`config.mk`:
```
export PLATFORM = sky130hd
export DESIGN_NAME = pellet_store_flat
export DESIGN_NICKNAME = d
export VERILOG_FILES = /design/src/rtl/pacman_pkg.sv /design/src/rtl/pellet_store_if.sv /design/src/rtl/pellet_ram.sv /design/src/rtl/pellet_store.sv /design/src/flat_wrapper.sv
export SDC_FILE = /design/constraint.sdc
export NUM_CORES = 2
export LEC_CHECK = 0
export CAP_MARGIN = 20
export CORE_MARGIN = 2
export CORE_UTILIZATION = 45
export CTS_BUF_LIST = sky130_fd_sc_hd__clkbuf_4 sky130_fd_sc_hd__clkbuf_8
export DETAILED_ROUTE_END_ITERATION = 16
export GPL_TIMING_DRIVEN = 0
export MAX_ROUTING_LAYER = met4
export SLEW_MARGIN = 40
export SYNTH_ARGS = -nofsm -noshare
export SYNTH_HDL_FRONTEND = slang
export SYNTH_SLANG_ARGS = --single-unit
```
`constraint.sdc`:
```
create_clock -name clk -period 60.8 [get_ports clk]
set_input_delay 12.16 -clock clk [delete_from_list [all_inputs] [get_ports clk]]
set_output_delay 12.16 -clock clk [all_outputs]
set_load 0.02 [all_outputs]
```
`src/rtl/pacman_pkg.sv`:
```
// -----------------------------------------------------------------------------
// pacman_pkg
// Shared constants and types for the Pac-Man playfield blocks.
//   X_BITS / Y_BITS : cell coordinate widths (grid is 2^X_BITS x 2^Y_BITS)
//   CELLS           : number of map cells
//   cell_addr_t     : packed cell address {y,x}
//   pellet_cnt_t    : remaining-pellet counter, one bit wider than an address
//   ps_state_t      : pellet store FSM states
//   REG_PELLET_*    : sprite register file indices that talk to the store
// -----------------------------------------------------------------------------
package pacman_pkg;

    localparam int X_BITS    = 5;
    localparam int Y_BITS    = 5;
    localparam int ADDR_BITS = X_BITS + Y_BITS;
    localparam int CELLS     = 1 << ADDR_BITS;

    typedef logic [ADDR_BITS-1:0] cell_addr_t;
    typedef logic [ADDR_BITS:0]   pellet_cnt_t;

    typedef enum logic {
        PS_INIT = 1'b0,
        PS_RUN  = 1'b1
    } ps_state_t;

    localparam int REG_PELLET_X    = 23;
    localparam int REG_PELLET_Y    = 24;
    localparam int REG_PELLET_CLR  = 25;
    localparam int REG_PELLET_DATA = 35;

    // Build a map address from cell coordinates.
    function automatic cell_addr_t cell_addr(input logic [X_BITS-1:0] x,
                                             input logic [Y_BITS-1:0] y);
        return {y, x};
    endfunction

endpackage

```
`src/rtl/pellet_store_if.sv`:
```
// -----------------------------------------------------------------------------
// pellet_store_if
// CPU-side port of the pellet store, fed by the sprite register file.
//   px          : cell X (sprite reg 23)
//   py          : cell Y (sprite reg 24)
//   clr         : single-cycle write strobe of reg 25
//   pellet_data : pellet present at {py,px}, read back through reg 35
//   pellet_pow  : power pellet present at {py,px} (only with POWER_PELLET_EN)
// Modports: master = register file side, slave = pellet store side.
// -----------------------------------------------------------------------------
interface pellet_store_if #(
    parameter int X_BITS = 5,
    parameter int Y_BITS = 5
);

    logic [X_BITS-1:0] px;
    logic [Y_BITS-1:0] py;
    logic              clr;
    logic              pellet_data;
`ifdef POWER_PELLET_EN
    logic              pellet_pow;

    modport master (output px, py, clr, input pellet_data, pellet_pow);
    modport slave  (input px, py, clr, output pellet_data, pellet_pow);
`else
    modport master (output px, py, clr, input pellet_data);
    modport slave  (input px, py, clr, output pellet_data);
`endif

endinterface

```
`src/rtl/pellet_ram.sv`:
```
// -----------------------------------------------------------------------------
// pellet_ram
// 2^ADDR_W x DATA_W storage for the pellet map. Contents are never reset.
//   clk          : clock
//   we/waddr/wdata : synchronous write port
//   raddr/rdata  : combinational read port (CPU)
//   qaddr/qdata  : registered read port (renderer); returns the value held
//                  before a write to the same cell on the same edge
// -----------------------------------------------------------------------------
module pellet_ram #(
    parameter int ADDR_W = 10,
    parameter int DATA_W = 1
) (
    input  logic              clk,
    input  logic              we,
    input  logic [ADDR_W-1:0] waddr,
    input  logic [DATA_W-1:0] wdata,
    input  logic [ADDR_W-1:0] raddr,
    output logic [DATA_W-1:0] rdata,
    input  logic [ADDR_W-1:0] qaddr,
    output logic [DATA_W-1:0] qdata
);

    logic [DATA_W-1:0] mem [1 << ADDR_W];

    always_ff @(posedge clk) begin
        if (we) begin
            mem[waddr] <= wdata;
        end
        qdata <= mem[qaddr];
    end

    assign rdata = mem[raddr];

endmodule

```
`src/rtl/pellet_store.sv`:
```
// -----------------------------------------------------------------------------
// pellet_store
// Bit-per-cell pellet map for the playfield. After reset or restart the map is
// loaded from the layout ROM by a sweep over every cell; afterwards the CPU
// clears pellets through the register-file port and the renderer reads the map
// through its own port. Tracks the remaining pellet count.
//
// Ports
//   clk, reset     : clock, synchronous active-high reset (starts a sweep)
//   restart        : one-cycle pulse, reloads the map (new level)
//   lay_addr       : layout ROM address {y,x}
//   lay_bit        : layout ROM data, one cycle after lay_addr
//   lay_pow        : layout power-pellet bit (POWER_PELLET_EN only)
//   cpu            : pellet_store_if.slave (px, py, clr, pellet_data[, pellet_pow])
//   vid_x, vid_y   : renderer cell address
//   vid_pellet     : pellet at {vid_y,vid_x}, one cycle later
//   pellets_left   : remaining pellet count
//   busy           : high while the load sweep runs
//   eaten          : one-cycle pulse, a clr removed a pellet
//   eaten_pow      : pulse with eaten when the cell was a power pellet
//                    (POWER_PELLET_EN only)
//   level_done     : one-cycle pulse, a clr took the count to zero
//
// Build option: define POWER_PELLET_EN to add the power-pellet plane.
// -----------------------------------------------------------------------------
module pellet_store #(
    parameter int X_BITS = pacman_pkg::X_BITS,
    parameter int Y_BITS = pacman_pkg::Y_BITS
) (
    input  logic                     clk,
    input  logic                     reset,
    input  logic                     restart,
    output logic [X_BITS+Y_BITS-1:0] lay_addr,
    input  logic                     lay_bit,
`ifdef POWER_PELLET_EN
    input  logic                     lay_pow,
    output logic                     eaten_pow,
`endif
    pellet_store_if.slave            cpu,
    input  logic [X_BITS-1:0]        vid_x,
    input  logic [Y_BITS-1:0]        vid_y,
    output logic                     vid_pellet,
    output logic [X_BITS+Y_BITS:0]   pellets_left,
    output logic                     busy,
    output logic                     eaten,
    output logic                     level_done
);

    import pacman_pkg::*;

    localparam int ADDR_W = X_BITS + Y_BITS;
    localparam int CNT_W  = ADDR_W + 1;
    localparam int NCELLS = 1 << ADDR_W;
`ifdef POWER_PELLET_EN
    localparam int PLANES = 2;
`else
    localparam int PLANES = 1;
`endif

    ps_state_t          state;
    logic [ADDR_W:0]    a;          // sweep counter, runs 0..NCELLS (last is the drain cycle)
    logic [ADDR_W-1:0]  cpu_addr;
    logic [ADDR_W-1:0]  vid_addr;
    logic [PLANES-1:0]  cpu_cell;
    logic [PLANES-1:0]  vid_cell;
    logic [PLANES-1:0]  lay_cell;
    logic               we;
    logic [ADDR_W-1:0]  waddr;
    logic [PLANES-1:0]  wdata;
    logic               hit;

    assign cpu_addr = {cpu.py, cpu.px};
    assign vid_addr = {vid_y, vid_x};
    assign lay_addr = a[ADDR_W-1:0];

`ifdef POWER_PELLET_EN
    assign lay_cell = {lay_pow, lay_bit};
`else
    assign lay_cell = lay_bit;
`endif

    // A clear that actually removes a pellet; restart and reset take priority.
    assign hit = (state == PS_RUN) && cpu.clr && !restart && !reset && cpu_cell[0];

    // Sweep writes the cell addressed one cycle earlier, since ROM data lags
    // lay_addr by a cycle. At a == NCELLS the low bits wrap so a-1 is the
    // last cell (drain write).
    always_comb begin
        we    = 1'b0;
        waddr = cpu_addr;
        wdata = '0;
        if (state == PS_INIT) begin
            we    = (a != '0);
            waddr = a[ADDR_W-1:0] - ADDR_W'(1);
            wdata = lay_cell;
        end else if (hit) begin
            we    = 1'b1;
            waddr = cpu_addr;
            wdata = '0;
        end
    end

    pellet_ram #(
        .ADDR_W (ADDR_W),
        .DATA_W (PLANES)
    ) u_ram (
        .clk   (clk),
        .we    (we),
        .waddr (waddr),
        .wdata (wdata),
        .raddr (cpu_addr),
        .rdata (cpu_cell),
        .qaddr (vid_addr),
        .qdata (vid_cell)
    );

    // Map contents are stale while the sweep runs, so both read ports are masked.
    assign cpu.pellet_data = cpu_cell[0] & ~busy;
    assign vid_pellet      = vid_cell[0] & ~busy;
`ifdef POWER_PELLET_EN
    assign cpu.pellet_pow  = cpu_cell[1] & ~busy;
`endif

    always_ff @(posedge clk) begin
        if (reset) begin
            state        <= PS_INIT;
            a            <= '0;
            pellets_left <= '0;
            busy         <= 1'b1;
            eaten        <= 1'b0;
            level_done   <= 1'b0;
`ifdef POWER_PELLET_EN
            eaten_pow    <= 1'b0;
`endif
        end else begin
            eaten      <= 1'b0;
            level_done <= 1'b0;
`ifdef POWER_PELLET_EN
            eaten_pow  <= 1'b0;
`endif
            case (state)
                PS_INIT: begin
                    if (restart) begin
                        a            <= '0;
                        pellets_left <= '0;
                    end else begin
                        if (a != '0) begin
                            pellets_left <= pellets_left + CNT_W'(lay_bit);
                        end
                        if (a == CNT_W'(NCELLS)) begin
                            state <= PS_RUN;
                            busy  <= 1'b0;
                        end else begin
                            a <= a + CNT_W'(1);
                        end
                    end
                end
                PS_RUN: begin
                    if (restart) begin
                        state        <= PS_INIT;
                        a            <= '0;
                        pellets_left <= '0;
                        busy         <= 1'b1;
                    end else if (hit) begin
                        pellets_left <= pellets_left - CNT_W'(1);
                        eaten        <= 1'b1;
                        level_done   <= (pellets_left == CNT_W'(1));
`ifdef POWER_PELLET_EN
                        eaten_pow    <= cpu_cell[1];
`endif
                    end
                end
                default: begin
                    state <= PS_INIT;
                    a     <= '0;
                    busy  <= 1'b1;
                end
            endcase
        end
    end

endmodule

```
`src/flat_wrapper.sv`:
```
// flat-port wrapper written by rule: the top's interface ports become plain ports
module pellet_store_flat import pacman_pkg::*;
#(
    parameter int X_BITS = pacman_pkg::X_BITS,
    parameter int Y_BITS = pacman_pkg::Y_BITS
)
  (clk, reset, restart, lay_addr, lay_bit, vid_x, vid_y, vid_pellet, pellets_left, busy, eaten, level_done, cpu_px, cpu_py, cpu_clr, cpu_pellet_data);
  pellet_store_if #(.X_BITS(X_BITS), .Y_BITS(Y_BITS)) cpu_i ();
  input  logic clk;
  input  logic reset;
  input  logic restart;
  output logic [X_BITS+Y_BITS-1:0] lay_addr;
  input  logic lay_bit;
  input  logic [X_BITS-1:0] vid_x;
  input  logic [Y_BITS-1:0] vid_y;
  output logic vid_pellet;
  output logic [X_BITS+Y_BITS:0] pellets_left;
  output logic busy;
  output logic eaten;
  output logic level_done;
  input wire logic [$bits(cpu_i.px)-1:0] cpu_px;
  input wire logic [$bits(cpu_i.py)-1:0] cpu_py;
  input wire logic [$bits(cpu_i.clr)-1:0] cpu_clr;
  output wire logic [$bits(cpu_i.pellet_data)-1:0] cpu_pellet_data;
  assign cpu_i.px = cpu_px;
  assign cpu_i.py = cpu_py;
  assign cpu_i.clr = cpu_clr;
  assign cpu_pellet_data = cpu_i.pellet_data;
  pellet_store #(.X_BITS(X_BITS), .Y_BITS(Y_BITS)) u_core (.clk(clk), .reset(reset), .restart(restart), .lay_addr(lay_addr), .lay_bit(lay_bit), .cpu(cpu_i), .vid_x(vid_x), .vid_y(vid_y), .vid_pellet(vid_pellet), .pellets_left(pellets_left), .busy(busy), .eaten(eaten), .level_done(level_done));
endmodule
```
==> reports/results.tsv <==
stage	metric	value	unit
final_layout	most frequent cells in the layout	edfxtp_1, nor3_2, mux4_2, mux2i_1, clkbuf_8	
synthesis	Seq cells post-synth	1051	
setup_path	worst r2r src	u_core.u_ram.mem[449]$_DFFE_PP_	
power_and_ir_drop	Worst VDD drop	0.0198	mV
sta	Final Critical Period	29970	ps
min_path	depth of the worst hold-timing path	1	
grt	vias in the first global route	44000	
synthesis	syn_nets	4054	
placement	post-DP HPWL	230	mm
synthesis	sequential area share after synthesis	49.7	%
power_and_ir_drop	PwrDens	24.9	nW/um2
clock_network	htree depth	4	
grt	global route overflow	0	
min_path	Worst Hold Class	reg2reg	
grt	initial antenna violation count	26	
setup_path	Worst Reg-to-Reg Cells	14	
detailed_routing	Met2 Wirelength	131	mm
power_and_ir_drop	Sw Share	31.4	%
floorplan	Core Footprint	139000	um2
final_layout	Finished Layout Cells	6409	
detailed_routing	Via density	7.51	
detailed_routing	Top Layer Used	met4	
placement	GPL Wtd Cong	1.16	
synthesis	post-synthesis async set-or-reset flop share	0	%
synthesis	Post-synth top flop	edfxtp_1	
synthesis	Syn Std Cell Area	62900	um2
detailed_routing	routed length per placed instance	51.0	um
setup_path	critical path type	in2out	
synthesis	Synth Warn #	0	
synthesis	EDFF count, synth	1024	
clock_network	post-CTS setup buffers	0	
min_path	hold path startpoint	u_core.pellets_left[10]$_SDFFE_PP0P_	
sta	final hold slack	544	ps
synthesis	Synth Area in XOR/XNOR	0.223	%
power_and_ir_drop	sw power	560	uW
grt	first-pass GRT wire length	422	mm
synthesis	complex-gate fraction of the synthesized area	3.06	%
grt	GRT Overall Usage	47.0	%
clock_network	Clock Path Buffers	3	
setup_path	CP required	48640	ps
sta	fmax	33.4	MHz
clock_network	post-CTS sizing	0	
setup_path	reg-to-reg slack, setup	55920	ps
final_layout	Net count, final	4368	
sta	RSZ-0062 raised after global routing	no	
final_layout	Area Overhead vs Synth	13.8	%
status	outcome	complete, no violations	
synthesis	Avg Cell Area, Syn	15.6	um2
sta	final hold vios	0	
synthesis	Mapped Cells	4023	
setup_path	Crit. Startpoint	cpu_py[0]	
clock_network	TritonCTS clock tree	yes	
grt	largest net degree at the start of global routing	33	
detailed_routing	first-pass iteration count of the detailed router	8	
placement	placed cell count	6018	
power_and_ir_drop	P_int	1220	uW
placement	number of I/O port buffers	39	
power_and_ir_drop	Clock power frac	38.1	%
detailed_routing	WL met1	111	mm
sta	Final Skew	78.0	ps
sta	period utilization	49.3	%
synthesis	synthesized-area fraction occupied by adder cells	0.119	%
setup_path	Reg-to-Reg End	u_core.u_ram.mem[359]$_DFFE_PP_	
run	max_cap viols	0	
min_path	Endpoint, Worst Hold	u_core.level_done$_SDFF_PP0_	
floorplan	Chip Width	378	um
clock_network	cts hold-fix bufs	0	
synthesis	Post-Synth Simple-Gate Area	19.5	%
setup_path	Max FO, Critical Path	10	
synthesis	largest family of logic cells by synthesized area	multiplexers	
clock_network	latest clock arrival within the worst-skew pair	1020	ps
floorplan	I/O pins	51	
sta	Worst Tran Pin Value	1010	ps
sta	fin. max-slew vios	0	
detailed_routing	drc violations	0	
floorplan	DIE AREA	143000	um2
clock_network	Num CTS Buffers	190	
synthesis	Netlist cell types	73	
synthesis	synth top area cells	edfxtp_1, mux4_2, nor3_2	
sta	Setup violations, final	0	
final_layout	layout cell share with drive strength beyond 1	50.6	%
floorplan	FP Rows	137	
clock_network	Reg clk slew, reported paths	60	ps
detailed_routing	DRT iter0 DRCs	9676	
power_and_ir_drop	sequential power share	44.6	%
detailed_routing	DRT antenna net count	0	
synthesis	mux contribution to synthesized area	21.3	%
synthesis	cell taking the most area after synthesis	edfxtp_1	
detailed_routing	vias post-DR	48100	
synthesis	Synth top area share	48.9	%
final_layout	most common cell after layout, fill and taps aside	edfxtp_1	
clock_network	root buffer cell	clkbuf_8	
setup_path	crit start category	input pin	
sta	Max-slew headroom	32.5	%
detailed_routing	met3 wirelength from detailed routing	55.6	mm
detailed_routing	wirelength, routed	327	mm
setup_path	CP endpoint kind	primary output	
setup_path	CP Data Arrival Time	17810	ps
power_and_ir_drop	Lkg Pwr	0.0206	uW
power_and_ir_drop	Combinational Power Share	17.3	%
floorplan	Initial Util	45.2	%
clock_network	Num Clock Sinks	1051	
floorplan	Die Span Y	378	um
## per-layer routing
metal | global-route usage [%] | up-vias
met4 | 34.2 | 0
met3 | 24.8 | 1293
li1 | - | 17100
met1 | 54.6 | 24800
met5 | - | -
met2 | 60.9 | 4940
## layout make-up
cell class | count | area, um2
timing repair buffer | 122 | 2170
antenna | 45 | 113
clock inverter | 87 | 464
inverter | 13 | 48.8
sequential | 1051 | 31300
fill | 11700 | 67600
multi-input combinational | 2516 | 28100
tap | 1876 | 2350
buffer | 443 | 3980
clock buffer | 256 | 3140
## registers in the layout (all words and copies together), names as in the netlist
name	count
u_core.u_ram.mem	1024
u_core.busy	1
u_core.level_done	1
u_core.state	1
u_core.pellets_left	11
u_core.u_ram.qdata	1
u_core.a	11
u_core.eaten	1
## logic make-up (layout without fill, tap and decap cells)
logic type,after synthesis,after routing
AND/OR/NAND/NOR,1516,1516
flip-flops,1051,1051
multiplexers,707,707
buffers and inverters,456,921
AO/OA/AOI/OAI,271,271
XOR/XNOR,16,16
adder cells (fa/ha/maj),6,6
other,0,45
## worst max-delay path: stages
cell             delay (ps)
clkdlybuf4s50_1         690
clkbuf_2                520
clkbuf_2                530
nor3b_1                 910
o41ai_4                 270
buf_4                   270
nand3b_1                250
nor3_4                  160
or4b_4                  590
a2111oi_4               710
nor2_1                  100
clkdlybuf4s50_1         570
## worst max-delay path by stage
stage,to,slack [ps]
detailed placement,cpu_pellet_data,31260
CTS,cpu_pellet_data,31210
global placement,u_core.u_ram.mem[570]$_DFFE_PP_,-5670
floorplan,u_core.u_ram.mem[0]$_DFFE_PP_,19130
finish,cpu_pellet_data,30830
global route,cpu_pellet_data,30950
## Yosys cell counts, types with 13 or more instances
| cell | number |
|---|---|
| edfxtp_1 | 1024 |
| nor3_2 | 961 |
| mux4_2 | 507 |
| clkbuf_1 | 197 |
| mux2i_1 | 196 |
| nand2_1 | 190 |
| a22oi_1 | 91 |
| nor2_1 | 91 |
| buf_12 | 89 |
| nor3_1 | 88 |
| nand3_1 | 69 |
| buf_2 | 59 |
| a21oi_1 | 40 |
| buf_4 | 33 |
| buf_6 | 30 |
| a31oi_1 | 28 |
| dfxtp_1 | 27 |
| nor2b_1 | 23 |
| buf_8 | 21 |
| o21ai_0 | 20 |
| nand2b_1 | 15 |
| nand4_1 | 15 |
| buf_1 | 14 |
| inv_1 | 13 |
## stage by stage
stage | setup slack, ps | util, % | instance area [um2] | setup TNS [ps] | power [uW]
after detailed placement | 31260 | 48.7 | 67800 | 0 | 1100
after CTS | 31210 | 51.3 | 71400 | 0 | 1750
after global placement | -5670 | 47.2 | 65700 | -5717180 | 1110
after global routing | 30950 | 51.4 | 71600 | 0 | 1790
after floorplan | 19130 | - | 62900 | 0 | 976
final | 30830 | 51.5 | 71600 | 0 | 1780
## power by group through the flow
stage	clock (uW)	combinational, uW	sequential (uW)
3_3_place_gp	0	271	841
6_report	679	309	795
2_1_floorplan	0	149	827
5_1_grt	699	299	795
3_5_place_dp	0	287	811
4_1_cts	668	287	796
Note: power is estimated with default switching activity, not from simulation.
